$ cat src/rtl/rca_frame_accumulator.sv
//==============================================================================
// rca_frame_accumulator
//   Valid/ready frame accumulator built on a 4-bit ripple-carry adder.
// Revision: 1.0
//==============================================================================
`default_nettype none

module rca_frame_accumulator #(
  parameter int unsigned N_OPS = 4,
  parameter int unsigned CW    = 2
) (
  input  logic            clk,
  input  logic            rst_n,
  input  logic            clr,
  input  logic            in_valid,
  output logic            in_ready,
  input  logic [3:0]      in_data,
  output logic            out_valid,
  input  logic            out_ready,
  output logic [3:0]      out_sum,
  output logic [CW-1:0]   out_carries,
  output logic [CW+3:0]   out_total,
  output logic [CW-1:0]   op_count
);

  localparam logic [0:0]  S_ACCUM     = 1'b0;
  localparam logic [0:0]  S_DONE      = 1'b1;
  localparam logic [CW:0] C_LAST_OP   = (CW+1)'(N_OPS);

  logic [0:0]    state_q, state_d;
  logic [3:0]    acc_q, acc_d;
  logic [CW-1:0] carry_cnt_q, carry_cnt_d;
  logic [CW-1:0] op_count_q, op_count_d;

  logic [3:0]    adder_sum;
  logic          adder_c4;
  logic [4:0]    adder_carry;
  logic [CW:0]   op_next;

  // Single 4-bit ripple-carry adder: A = accumulator, B = stream, Cin = 0.
  assign adder_carry[0] = 1'b0;
  for (genvar i = 0; i < 4; i++) begin : g_fa
    assign adder_sum[i]     = acc_q[i] ^ in_data[i] ^ adder_carry[i];
    assign adder_carry[i+1] = (acc_q[i] & in_data[i]) |
                              (adder_carry[i] & (acc_q[i] ^ in_data[i]));
  end
  assign adder_c4 = adder_carry[4];

  // One extra bit so the comparison works when N_OPS == 2**CW.
  assign op_next = {1'b0, op_count_q} + (CW+1)'(1);

  always_comb begin
    state_d     = state_q;
    acc_d       = acc_q;
    carry_cnt_d = carry_cnt_q;
    op_count_d  = op_count_q;
    if (clr) begin
      state_d     = S_ACCUM;
      acc_d       = 4'd0;
      carry_cnt_d = '0;
      op_count_d  = '0;
    end else begin
      case (state_q)
        S_ACCUM: begin
          if (in_valid) begin
            acc_d       = adder_sum;
            carry_cnt_d = carry_cnt_q + CW'(adder_c4);
            if (op_next == C_LAST_OP) begin
              op_count_d = '0;
              state_d    = S_DONE;
            end else begin
              op_count_d = op_next[CW-1:0];
            end
          end
        end
        default: begin
          if (out_ready) begin
            acc_d       = 4'd0;
            carry_cnt_d = '0;
            state_d     = S_ACCUM;
          end
        end
      endcase
    end
  end

  always_ff @(posedge clk or negedge rst_n) begin
    if (!rst_n) begin
      state_q     <= S_ACCUM;
      acc_q       <= 4'd0;
      carry_cnt_q <= '0;
      op_count_q  <= '0;
    end else begin
      state_q     <= state_d;
      acc_q       <= acc_d;
      carry_cnt_q <= carry_cnt_d;
      op_count_q  <= op_count_d;
    end
  end

  assign in_ready    = (state_q == S_ACCUM);
  assign out_valid   = (state_q == S_DONE);
  assign out_sum     = acc_q;
  assign out_carries = carry_cnt_q;
  assign out_total   = {carry_cnt_q, acc_q};
  assign op_count    = op_count_q;

endmodule

`default_nettype wire
$ cat config.mk
export PLATFORM = sky130hd
export DESIGN_NAME = rca_frame_accumulator
export DESIGN_NICKNAME = d
export VERILOG_FILES = /design/src/rtl/rca_frame_accumulator.sv
export SDC_FILE = /design/constraint.sdc
export NUM_CORES = 1
export LEC_CHECK = 0
export ABC_AREA = 1
export CAP_MARGIN = 20
export CORE_MARGIN = 5
export CORE_UTILIZATION = 43
export CTS_CLUSTER_DIAMETER = 120
export DETAILED_ROUTE_END_ITERATION = 10
export PLACE_DENSITY = 0.83
export SETUP_SLACK_MARGIN = 0.5
export SLEW_MARGIN = 0
export SYNTH_ARGS = -nofsm -noshare
export SYNTH_HDL_FRONTEND = slang
export SYNTH_SLANG_ARGS = --single-unit
$ cat constraint.sdc
create_clock -name clk -period 4.3 [get_ports clk]
set_input_delay 0.645 -clock clk [delete_from_list [all_inputs] [get_ports clk]]
set_output_delay 0.645 -clock clk [all_outputs]
set_load 0.03 [all_outputs]
==> results.py <==
metrics = {
    "floorplan": {
        "start_util_pct": 45.1,
        "fp.dieH_um": 46.9,
        "core_region_area_mm2": 0.00130,
        "fp.dieW_um": 46.9,
        "ios": 25,
        "rows": 13,
        "dieArea_mm2": 0.00220,
    },
    "final_layout": {
        "mostFrequentLayoutCell": "clkdlybuf4s50_1",
        "antenna_cells": 0,
        "fin_util_pct": 62.8,
        "nets": 103,
        "num-fill-cells": 131,
        "area_growth_pct": 39.2,
        "final_cell_mix": "clkdlybuf4s50_1, nand2_1, inv_1, dfrtp_1, o21ai_2",
        "drive_gt1_share_pct": 13.8,
    },
    "clocking": {
        "h-tree-depth": 1,
        "numCtsBuffers": 3,
        "cts_buffer_depth": 2,
        "post-cts-setup-buffers": 0,
        "cts_resized": 0,
        "clkSlewWorstSetupHoldPaths_ns": 0.07,
        "cts-root-buf": "clkbuf_4",
        "clock_latency_ns": 0.26,
        "hold_buffers": 0,
        "numClockSinks": 9,
        "cts_tree": "yes",
    },
    "min_path": {
        "min_to": "op_count[1]",
        "hp-class": "reg -> reg",
        "min_path_cells": 2,
        "worstHoldStart": "op_count[1]",
    },
    "synth": {
        "synth_area_um2": 587,
        "yosys_warnings": 0,
        "synth_cell_types": 14,
        "synth_fp_nets": 81,
        "ys_seq_area_share_pct": 38.4,
        "synth.avg_cell_area_um2": 8.89,
        "syn_inst": 66,
        "ys_seq_elements": 9,
    },
    "drt": {
        "wire_per_inst_um": 11.3,
        "drc": 0,
        "drt_iter0_drc": 3,
        "num_vias": 479,
        "dr.pass1.iters": 2,
        "finalWirelength_um": 1160,
        "avgViaCountPerCell": 4.70,
        "antenna_left": 0,
    },
    "power_and_ir_drop": {
        "peakVddDrop_mv": 0.219,
        "power_density_mw_per_mm2": 424,
        "p_leak_nw": 0.392,
    },
    "sta": {
        "clock_skew_ns": 0.00431,
        "relSlewSlack_pct": 72.4,
        "hold_viol": 0,
        "layout_worst_path_cycle_share_pct": 58.8,
        "setup_tns_ns": 0,
        "rsz0062_at_grt": "false",
        "fin_crit_ns": 2.53,
        "setup_viol": 0,
        "maxSlewViolCount": 0,
        "fmax_mhz": 395,
        "worstMarginPinSlew_ns": 0.412,
    },
    "placement": {
        "gp_congestion": 0.692,
        "numPortBuffers": 24,
        "dpl.hpwl_um": 944,
    },
    "global_route": {
        "grt_start_max_net_pins": 13,
        "track_usage_pct": 13.0,
        "grt_pass1_vias": 481,
        "grt_pass1_wl_um": 2020,
        "grt-ovfl-total": 0,
        "antenna_found_initial": 0,
    },
    "setup_path": {
        "worstPathRequired_ns": 4.49,
        "startpoint_type": "input port",
        "critPathCaptureType": "flip-flop",
        "r2r_slack_ns": 2.16,
        "r2r_cells": 10,
        "worstPathArrival_ns": 2.72,
        "rr_startpoint": "out_sum[0]",
        "reg2reg_to": "out_carries[1]",
        "crit_type": "in -> reg",
        "worstPathMaxFanout": 2,
    },
    "outcome": {
        "outcome": "completed",
    },
    "flow_run": {
        "drv_cap": 0,
    },
}
[Yosys cell counts]
master	count	share of area, %
fa_1	3	10
buf_4	6	7.7
nand3_1	4	3.4
a21oi_1	1	0.85
nor2_2	1	1.1
nand2_1	19	12
inv_1	10	6.4
nand2_2	1	1.1
buf_6	1	1.9
o21ai_0	1	0.85
o21ai_2	6	9.0
dfrtp_1	9	38
ha_1	3	6.4
nor2_1	1	0.64
[cell type report]
type	count	area, µm²	area share [%]
Tap cell	15	18.8	2.30
Clock buffer	3	22.5	2.76
Clock inverter	1	5.00	0.613
Inverter	10	37.5	4.59
Sequential cell	9	225	27.6
Timing Repair Buffer	24	240	29.4
Multi-Input combinational cell	40	268	32.8
[logic make-up after synthesis]
family          after synthesis  share of synthesized area, %
buf+inv                      17                          16.0
compound gates                8                          10.7
simple gates                 26                          18.3
fa+ha+maj                     6                          16.6
flops                         9                          38.4
[where the power goes]
part / internal, mW / switching [mW]
Clock: 0.0344 / 0.0318
Combinational: 0.0717 / 0.0943
Sequential: 0.0981 / 0.0158
[worst max-delay path by stage]
stage / startpoint / endpoint / depth (start not counted)
2_1_floorplan: in_data[0] / out_carries[1] / 10
3_3_place_gp: in_data[0] / out_carries[0] / 10
3_5_place_dp: in_data[0] / out_carries[1] / 11
4_1_cts: in_data[0] / out_carries[1] / 11
5_1_grt: in_data[0] / out_carries[1] / 11
6_report: in_data[0] / out_carries[1] / 11
[flip-flops by register name, indices dropped and copies added, names as in the netlist]
signal,count
out_carries,2
out_valid,1
out_sum,4
op_count,2
[layer usage]
layer  vias up  global-route usage [%]  wire, µm
li1        239                       -         -
met1       223                    17.1       520
met2        15                    20.6       528
met3         2                    4.21        96
met4         0                    3.31        11
met5         -                       0         0
[stage by stage]
step / instance area (µm²) / power, mW / setup WS, ns / cells / hold WS, ns
after floorplan: 587 / 0.227 / 1.98 / 66 / 0.349
after global placement: 790 / 0.279 / 1.49 / 98 / 0.494
after detailed placement: 790 / 0.283 / 1.46 / 98 / 0.493
after CTS: 817 / 0.350 / 1.75 / 102 / 0.509
after global routing: 817 / 0.373 / 1.63 / 102 / 0.537
final: 817 / 0.346 / 1.77 / 102 / 0.500
[worst max-delay path, cell delays in order]
cell and delay [ns]:
clkdlybuf4s50_1 0.40, ha_1 0.21, fa_1 0.36, inv_1 0.07, fa_1 0.15, inv_1 0.05
fa_1 0.36, ha_1 0.20, nand2_1 0.06, nand3_1 0.09, o21ai_2 0.14
No activity file was read; power rests on OpenSTA's default activity.
